File: config.mk
export PLATFORM = sky130hd
export DESIGN_NAME = text_lcd_monitor
export DESIGN_NICKNAME = d
export VERILOG_FILES = /design/src/rtl/text_lcd_monitor.sv
export SDC_FILE = /design/constraint.sdc
export NUM_CORES = 1
export LEC_CHECK = 0
export CAP_MARGIN = 10
export CORE_ASPECT_RATIO = 1.75
export CORE_MARGIN = 2
export CORE_UTILIZATION = 55
export CTS_CLUSTER_SIZE = 20
export DETAILED_ROUTE_END_ITERATION = 6
export PLACE_DENSITY_LB_ADDON = 0.08
export SLEW_MARGIN = 0
export SYNTH_ARGS = -nofsm -noshare
export SYNTH_HDL_FRONTEND = slang
export SYNTH_SLANG_ARGS = --single-unit
File: constraint.sdc
create_clock -name clk_1mhz -period 2.35 [get_ports clk_1mhz]
set_input_delay 0.235 -clock clk_1mhz [delete_from_list [all_inputs] [get_ports clk_1mhz]]
set_output_delay 0.235 -clock clk_1mhz [all_outputs]
set_load 0.02 [all_outputs]
File: src/rtl/text_lcd_monitor.sv
// Receive-side monitor of an HD44780-style 8-bit LCD write bus: mirrors a 2x16 buffer and checks busy timing.
// Optional transaction log outputs are enabled by defining TEXT_LCD_MONITOR_LOG_EN.
module text_lcd_monitor #(
  parameter int unsigned CMD_BUSY_US   = 37,
  parameter int unsigned CLEAR_BUSY_US = 1520,
  parameter int unsigned DATA_BUSY_US  = 37
) (
  input  logic        clk_1mhz,
  input  logic        rst,
  input  logic        lcd_rs,
  input  logic        lcd_rw,
  input  logic        lcd_en,
  input  logic [7:0]  lcd_data,
  input  logic [4:0]  rd_addr,
  output logic [7:0]  rd_char,
  output logic [6:0]  cursor_addr,
  output logic        display_on,
  output logic        two_line,
  output logic        busy,
  output logic        violation,
  output logic [15:0] txn_count
`ifdef TEXT_LCD_MONITOR_LOG_EN
  ,
  output logic        txn_valid,
  output logic        txn_rs,
  output logic [7:0]  txn_byte
`endif
);

  localparam int unsigned BUF_DEPTH = 32;
  localparam int unsigned IDX_W     = 5;
  localparam int unsigned AC_W      = 7;
  localparam int unsigned BUSY_MAX0 = (CMD_BUSY_US > DATA_BUSY_US) ? CMD_BUSY_US : DATA_BUSY_US;
  localparam int unsigned BUSY_MAX  = (CLEAR_BUSY_US > BUSY_MAX0) ? CLEAR_BUSY_US : BUSY_MAX0;
  localparam int unsigned CNT_W     = $clog2(BUSY_MAX + 1);

  typedef enum logic [0:0] {IDLE = 1'b0, SWEEP = 1'b1} state_t;

  // DDRAM address counter step with the HD44780 two-line wrap points
  function automatic logic [AC_W-1:0] ac_step(input logic [AC_W-1:0] ac, input logic up);
    logic [AC_W-1:0] r;
    if (up) begin
      if (ac == 7'h27)      r = 7'h40;
      else if (ac == 7'h67) r = 7'h00;
      else                  r = ac + AC_W'(1);
    end else begin
      if (ac == 7'h40)      r = 7'h27;
      else if (ac == 7'h00) r = 7'h67;
      else                  r = ac - AC_W'(1);
    end
    return r;
  endfunction

  logic             rs_q, rw_q, en_q, en_prev_q;
  logic [7:0]       data_q;
  logic             rs_h, rw_h;
  logic [7:0]       data_h;
  logic             fall;

  state_t           state_q, state_d;
  logic [IDX_W-1:0] idx_q, idx_d;
  logic [AC_W-1:0]  ac_d;
  logic             inc_q, inc_d;
  logic             cgram_q, cgram_d;
  logic             disp_d, two_d, viol_d, busy_d;
  logic [CNT_W-1:0] cnt_q, cnt_d;
  logic [15:0]      txn_d;
  logic             wr_en;
  logic [IDX_W-1:0] wr_idx;
  logic [7:0]       wr_data;
  logic             log_valid_d;

  logic [7:0]       mem [BUF_DEPTH];

  assign fall = en_prev_q & ~en_q;

  // Bus capture; rs/rw/data are held from the last cycle the registered strobe was high
  always_ff @(posedge clk_1mhz) begin
    if (rst) begin
      rs_q      <= 1'b0;
      rw_q      <= 1'b0;
      en_q      <= 1'b0;
      en_prev_q <= 1'b0;
      data_q    <= 8'h00;
      rs_h      <= 1'b0;
      rw_h      <= 1'b0;
      data_h    <= 8'h00;
    end else begin
      rs_q      <= lcd_rs;
      rw_q      <= lcd_rw;
      en_q      <= lcd_en;
      en_prev_q <= en_q;
      data_q    <= lcd_data;
      if (en_q) begin
        rs_h   <= rs_q;
        rw_h   <= rw_q;
        data_h <= data_q;
      end
    end
  end

  // Next-state: sweep FSM, transaction decode, busy counter
  always_comb begin
    state_d     = state_q;
    idx_d       = idx_q;
    ac_d        = cursor_addr;
    inc_d       = inc_q;
    cgram_d     = cgram_q;
    disp_d      = display_on;
    two_d       = two_line;
    viol_d      = violation;
    cnt_d       = (cnt_q != '0) ? cnt_q - CNT_W'(1) : cnt_q;
    txn_d       = txn_count;
    wr_en       = 1'b0;
    wr_idx      = idx_q;
    wr_data     = 8'h20;
    log_valid_d = 1'b0;

    case (state_q)
      SWEEP: begin
        wr_en = 1'b1;
        idx_d = idx_q + IDX_W'(1);
        if (idx_q == IDX_W'(BUF_DEPTH - 1)) state_d = IDLE;
      end
      default: ;
    endcase

    if (fall) begin
      if (busy) viol_d = 1'b1;
      if (state_q == SWEEP) begin
        // edge dropped while the buffer is being cleared
      end else if (rw_h) begin
        viol_d = 1'b1;
      end else begin
        txn_d       = txn_count + 16'd1;
        log_valid_d = 1'b1;
        if (rs_h) begin
          cnt_d = CNT_W'(DATA_BUSY_US);
          if (!cgram_q) begin
            if (cursor_addr[6:4] == 3'b000) begin
              wr_en   = 1'b1;
              wr_idx  = {1'b0, cursor_addr[3:0]};
              wr_data = data_h;
            end else if (cursor_addr[6:4] == 3'b100) begin
              wr_en   = 1'b1;
              wr_idx  = {1'b1, cursor_addr[3:0]};
              wr_data = data_h;
            end
            ac_d = ac_step(cursor_addr, inc_q);
          end
        end else begin
          cnt_d = CNT_W'(CMD_BUSY_US);
          casez (data_h)
            8'b1???????: begin
              ac_d    = data_h[6:0];
              cgram_d = 1'b0;
            end
            8'b01??????: cgram_d = 1'b1;
            8'b001?????: two_d = data_h[3];
            8'b0001????: if (!data_h[3]) ac_d = ac_step(cursor_addr, data_h[2]);
            8'b00001???: disp_d = data_h[2];
            8'b000001??: inc_d = data_h[1];
            8'b0000001?: begin
              ac_d  = '0;
              cnt_d = CNT_W'(CLEAR_BUSY_US);
            end
            8'b00000001: begin
              ac_d    = '0;
              inc_d   = 1'b1;
              cnt_d   = CNT_W'(CLEAR_BUSY_US);
              state_d = SWEEP;
              idx_d   = '0;
            end
            default: ;
          endcase
        end
      end
    end

    busy_d = (cnt_d != '0) || (state_d == SWEEP);
  end

  // State and output registers
  always_ff @(posedge clk_1mhz) begin
    if (rst) begin
      state_q     <= SWEEP;
      idx_q       <= '0;
      cursor_addr <= '0;
      inc_q       <= 1'b1;
      cgram_q     <= 1'b0;
      display_on  <= 1'b0;
      two_line    <= 1'b0;
      violation   <= 1'b0;
      cnt_q       <= '0;
      txn_count   <= '0;
      busy        <= 1'b1;
    end else begin
      state_q     <= state_d;
      idx_q       <= idx_d;
      cursor_addr <= ac_d;
      inc_q       <= inc_d;
      cgram_q     <= cgram_d;
      display_on  <= disp_d;
      two_line    <= two_d;
      violation   <= viol_d;
      cnt_q       <= cnt_d;
      txn_count   <= txn_d;
      busy        <= busy_d;
    end
  end

`ifdef TEXT_LCD_MONITOR_LOG_EN
  always_ff @(posedge clk_1mhz) begin
    if (rst) begin
      txn_valid <= 1'b0;
      txn_rs    <= 1'b0;
      txn_byte  <= 8'h00;
    end else begin
      txn_valid <= log_valid_d;
      if (log_valid_d) begin
        txn_rs   <= rs_h;
        txn_byte <= data_h;
      end
    end
  end
`else
  logic log_unused;
  assign log_unused = log_valid_d;
`endif

  // Character buffer; a read colliding with a write returns the old value
  always_ff @(posedge clk_1mhz) begin
    if (wr_en) mem[wr_idx] <= wr_data;
    rd_char <= mem[rd_addr];
  end

endmodule
== Word-level counts from Yosys, hierarchy flattened ==
Memories as Yosys holds them, arrays and structs flattened. A register that Yosys moved wholly into a read port is not among the register bits.
Cells that the tools add are included.
Storage, ports and cells
  output and inout port bits: 35
  memories: 1
  input bits: 18
  memory bits (writable): 256
  flip-flop bits (word level): 68
  logic and storage cells: 117
Cells by class
  muxes and demuxes: 58
  reductions and logical operators: 15
  add/sub/neg operators: 5
  bitwise logic cells: 5
  equality and inequality tests: 14
Memory list
  mem: depth 32, bits a word 8, read ports 1, clocked after Yosys merged registers in 1, wr ports 1, RTL line 73  | logic [7:0] mem [BUF_DEPTH];
Operators with widths (count)
  $mux W11: 6
  $mux W5: 13
  $mux W7: 9
  $mux W8: 7
  $reduce_bool A11 Y1: 2
  $pmux W7 S3: 1
  $mux W1: 20
  $reduce_and A5 Y1: 4
  $add A16 B1 Y16 const B: 1
  $eq A7 B7 Y1 const B: 2
  $sub A11 B1 Y11 const B: 1
  $eq A8 B1 Y1 const B: 1
  $add A7 B1 Y7 const B: 1
  $eq A7 B1 Y1 const B: 1
  $eq A7 B6 Y1 const B: 1
  $logic_not A7 Y1: 1
  $sub A7 B1 Y7 const B: 1
  $eq A6 B1 Y1 const B: 1
  $reduce_and A6 Y1: 1
  $add A5 B1 Y5 const B: 1
  $eq A5 B1 Y1 const B: 1
  $eq A5 B5 Y1 const B: 1
  $eq A4 B1 Y1 const B: 1
  $not A1 Y1: 4
  13 further kinds: 15

== Longest topological paths before layout ==
  depth after elaboration: 10
  gate-level depth with buffers: 8
  mapped depth without buffers: 8

== Least setup slack after synthesis ==
No wires, ideal clock.
  path kind: reg-to-reg
  start point: register cursor_addr[5]
  end point: memory mem[5][0], enable pin
  stages on the path, launching flop included: 8
  slack: -0.317 ns
  setup time: 0.383 ns
  buffers on the path: 3
  arrival time: 2.283 ns
  required time: 1.967 ns
  clock period less this slack: 2.667 ns
  cells stage by stage: dfxtp_1 -> clkbuf_1 -> nor4b_4 -> nand2_1 -> buf_2 -> a21o_1 -> clkbuf_1 -> nor3_1
Between the ends
  word-level cells in the longest chain between the ends: 10
  elaborated cells on any way between the ends: 18
  classes of those cells: 1 x eq/ne; 16 x mux; 1 x reduce/logical
RTL lines
  from (decl): RTL line 16  | output logic [6:0] cursor_addr,
  from (signal assigned): RTL line 188  | cursor_addr <= '0;
  from (signal assigned): RTL line 200  | cursor_addr <= ac_d;
  $eq A3 B3 Y1: RTL line 144  | end else if (cursor_addr[6:4] == 3'b100) begin
  $mux W1: RTL line 144
  $mux W1: RTL line 140  | if (cursor_addr[6:4] == 3'b000) begin
  $mux W1: RTL line 139  | if (!cgram_q) begin
  $mux W1: RTL line 137  | if (rs_h) begin
  $mux W1: RTL line 132  | end else if (rw_h) begin
  $mux W1: RTL line 130  | if (state_q == SWEEP) begin
  $mux W1: RTL line 128  | if (fall) begin
  $mux W1: RTL line 233  | if (wr_en) mem[wr_idx] <= wr_data;
  $mux W1 (not written as such): RTL line 233
  to (decl): RTL line 73
Several ways; a longest one is shown, not always the timed one.

== Worst setup path after layout ==
  start point: register cgram_q
  end point: memory mem[15][4], enable pin
Between the ends
  word-level cells in the longest chain between the ends: 7
  elaborated cells on any way between the ends: 12
  classes of those cells: 12 x mux
RTL lines
  from (decl): RTL line 64  | logic cgram_q, cgram_d;
  from (signal assigned): RTL line 202  | cgram_q <= cgram_d;
  $mux W1: RTL line 139
  $mux W1: RTL line 137
  $mux W1: RTL line 132
  $mux W1: RTL line 130
  $mux W1: RTL line 128
  $mux W1: RTL line 233
  $mux W1 (not written as such): RTL line 233
Several ways; a longest one is shown, not always the timed one.

==> results.toml <==
[timing]
fin_setup_tns_ns = 0
fin_crit_ns = 2.261
skew_ns = 0.01455
relSlewSlack_pct = 67.04
worst_pin_slew_ns = 0.4903
setup_violations = 0
fmax_ghz = 0.4423
slew_violations = 0
rsz0062_at_grt = "true"
post-route-period-util_pct = 96.21
hold_viol = 0
finalWorstSetupSlack_ns = 0.08918

[yosys]
yosysTopAreaCell = "edfxtp_1"
synth_edf_count = 256
yosys.cell_count.top_type = "edfxtp_1"
synthTopCellsByArea = "edfxtp_1, mux4_2, dfxtp_1"
syn_area_per_cell_um2 = 16.07
ys_seq_elements = 332
synth-seq-area-share_pct = 67.20
synth_top_area_share_pct = 56.09
synthTopCellsByCount = "edfxtp_1, mux4_2, dfxtp_1"
synth_ff_type = "edfxtp_1"
synthesis.area_um2 = 13700
async_flop_share_pct = 0
ys_warn_count = 0
syn_nets = 877
syn_inst = 853
synth_cell_types = 65

[detailed_routing]
drt_iter0_drc = 570
vias = 7976
detail-route-antenna-nets = 0
firstDrtPassIters = 5
wl_per_cell_um = 23.75
route.detailed.drc = 0
wl_mm = 31.09
post_drt_via_cell_ratio = 6.093

[setup_path]
start_kind = "register"
critPathMostFrequentCell = "buf_6"
required_ns = 2.61
arrival_ns = 2.52
r2r_cells = 6
slowest_delay_ns = 0.43
crit_path_top_delay_cell = "o31a_4"
critPathKind = "register to register"
worstReg2RegStart = "cgram_q$_SDFFE_PP0P_"
cp-startpoint = "cgram_q$_SDFFE_PP0P_"
crit_fanout = 8
crit_chain = "nor4b_4 -> nand2_2 -> buf_6 -> o31a_4 -> nor3_2 -> buf_6"
setup.worst_path.end_class = "register"

[global_routing]
grt_antenna_before_repair = 0
track_usage_pct = 24.61
grt_max_degree = 44
grt_overflow = 0
grt_pass1_vias = 8512
grt_pass1_wl_mm = 48.11

[clocking]
cts_made_buffers = 29
clock_sinks = 332
cts_tree = "yes"
max-clock-path-buffers = 3
htreeDepth = 1
clk_pin_slew_ns = 0.07
clock_latency_ns = 0.56
cts-root-buf = "clkbuf_16"

[flow_run]
drv_cap = 0

[hold_path]
holdCritPathClass = "primary input to register"
hp-start = "rst"
whs_path_depth = 2

[pwr]
p_comb_share_pct = 8.5
ir_worst_vdd_v = 0.0008379
power_density_nw_per_um2 = 767.0
p_switching_mw = 2.778
leakagePower_nw = 5.427
power_mw = 12.58
seq_power_share_pct = 51.4
clockPowerShare_pct = 40.0
switching_share_pct = 22.09
p_int_mw = 9.800

[place]
dp_hpwl_mm = 21.38
gp_congestion = 0.9198
place_ws_ns = -0.08757
io_buffers = 52

[floorplanning]
dieHeight_um = 212.8
num_rows = 76
ios = 53
core-area_um2 = 24530
die_w_um = 123.3
initial_core_util_pct = 55.86
die-area_um2 = 26250

[finish]
drive_gt1_share_pct = 27.58
nFillCells = 1707
n_antenna_cell = 0
area_delta_synth_final_pct = 19.67
fin_util_pct = 66.85
fin_nets = 999

[outcome]
status = "finished clean"
## critical path: cells and delay by family (launching register included)
family | cells | cell delay, ns
compound gates | 1 | 0.43
simple gates | 3 | 0.82
buf+inv | 2 | 0.36
flops | 1 | 0.34
## power by group through the flow
stage          clock (mW)  combinational (mW)  sequential (mW)
6_report             5.04                1.07             6.47
5_1_grt              5.33                1.16             6.48
4_1_cts              5.14                1.06             6.47
3_5_place_dp            0                1.05             6.60
3_3_place_gp            0                1.02             6.59
2_1_floorplan           0               0.724             6.58
## metrics by stage
| stage | instance area (um^2) | hold slack, ns | instances |
|---|---|---|---|
| floorplan | 13810 | 0.3247 | 853 |
| global placement | 15250 | 0.4468 | 1255 |
| detailed placement | 15250 | 0.4582 | 1255 |
| CTS | 16290 | 0.02740 | 1308 |
| global route | 16400 | 0.05407 | 1309 |
| finish | 16400 | 0.03943 | 1309 |
## cell usage in the layout (no fill, tap or decap), types with 16 or more instances in the layout
cell,netlist,routed
nand3_1,16,16
clkdlybuf4s50_1,0,49
a21oi_1,24,24
and3_1,17,17
inv_1,18,18
nor2b_1,16,16
buf_4,6,73
nor3_1,41,21
dfxtp_1,76,76
mux4_2,80,80
edfxtp_1,256,256
clkbuf_16,0,29
nor3_2,0,17
mux2i_1,18,18
nand2_1,25,24
nor2_1,61,60
## final timing paths
path / slack, ns / end
setup / recovery: 0.09 / mem[15][4]$_DFFE_PP_
hold / removal: 0.04 / en_prev_q$_SDFF_PP0_
setup reg to reg: 0.09 / mem[15][4]$_DFFE_PP_
hold reg to reg: 0.47 / data_h[4]$_SDFFE_PP0P_
## cell families after synthesis
logic type / synth area share, %
fa+ha+maj: 0.5478
xor+xnor: 1.598
flops: 67.20
simple gates: 9.121
buf+inv: 2.100
mux: 15.28
compound gates: 4.154
## timing repair
| action | CTS | global route |
|---|---|---|
| pin swaps | 0 | 2 |
| endpoints found under the setup margin | 152 | 209 |
| hold buffers | 0 | 0 |
| gates resized for setup | 4 | 22 |
| setup buffers | 0 | 1 |
## per-layer routing
metal  vias to the layer above  GRT usage [%]  part of all wire (%)
met5                         -              0                     0
met4                         0          9.052                   3.5
met3                        67          2.591                   4.1
met2                       238          46.49                    57
met1                      4061          28.14                    35
li1                       3610              -                     -
## state kept, by name, indices dropped and copies added (netlist names), 5 cells and up
register	flops
mem	256
txn_count	16
cnt_q	11
data_h	8
data_q	8
rd_char	8
cursor_addr	7
idx_q	5
## area by class of cell
| cell class | count | area, um^2 | area share [%] |
|---|---|---|---|
| inverters | 18 | 67.56 | 0.4120 |
| repair buffers | 139 | 1287 | 7.851 |
| multi-input cells | 455 | 4419 | 26.95 |
| flip-flops and latches | 332 | 9209 | 56.15 |
| clock buffers | 35 | 778.2 | 4.746 |
| well taps | 312 | 390.4 | 2.380 |
| clock inverters | 18 | 247.7 | 1.511 |
(Power assumes the default switching activity.)
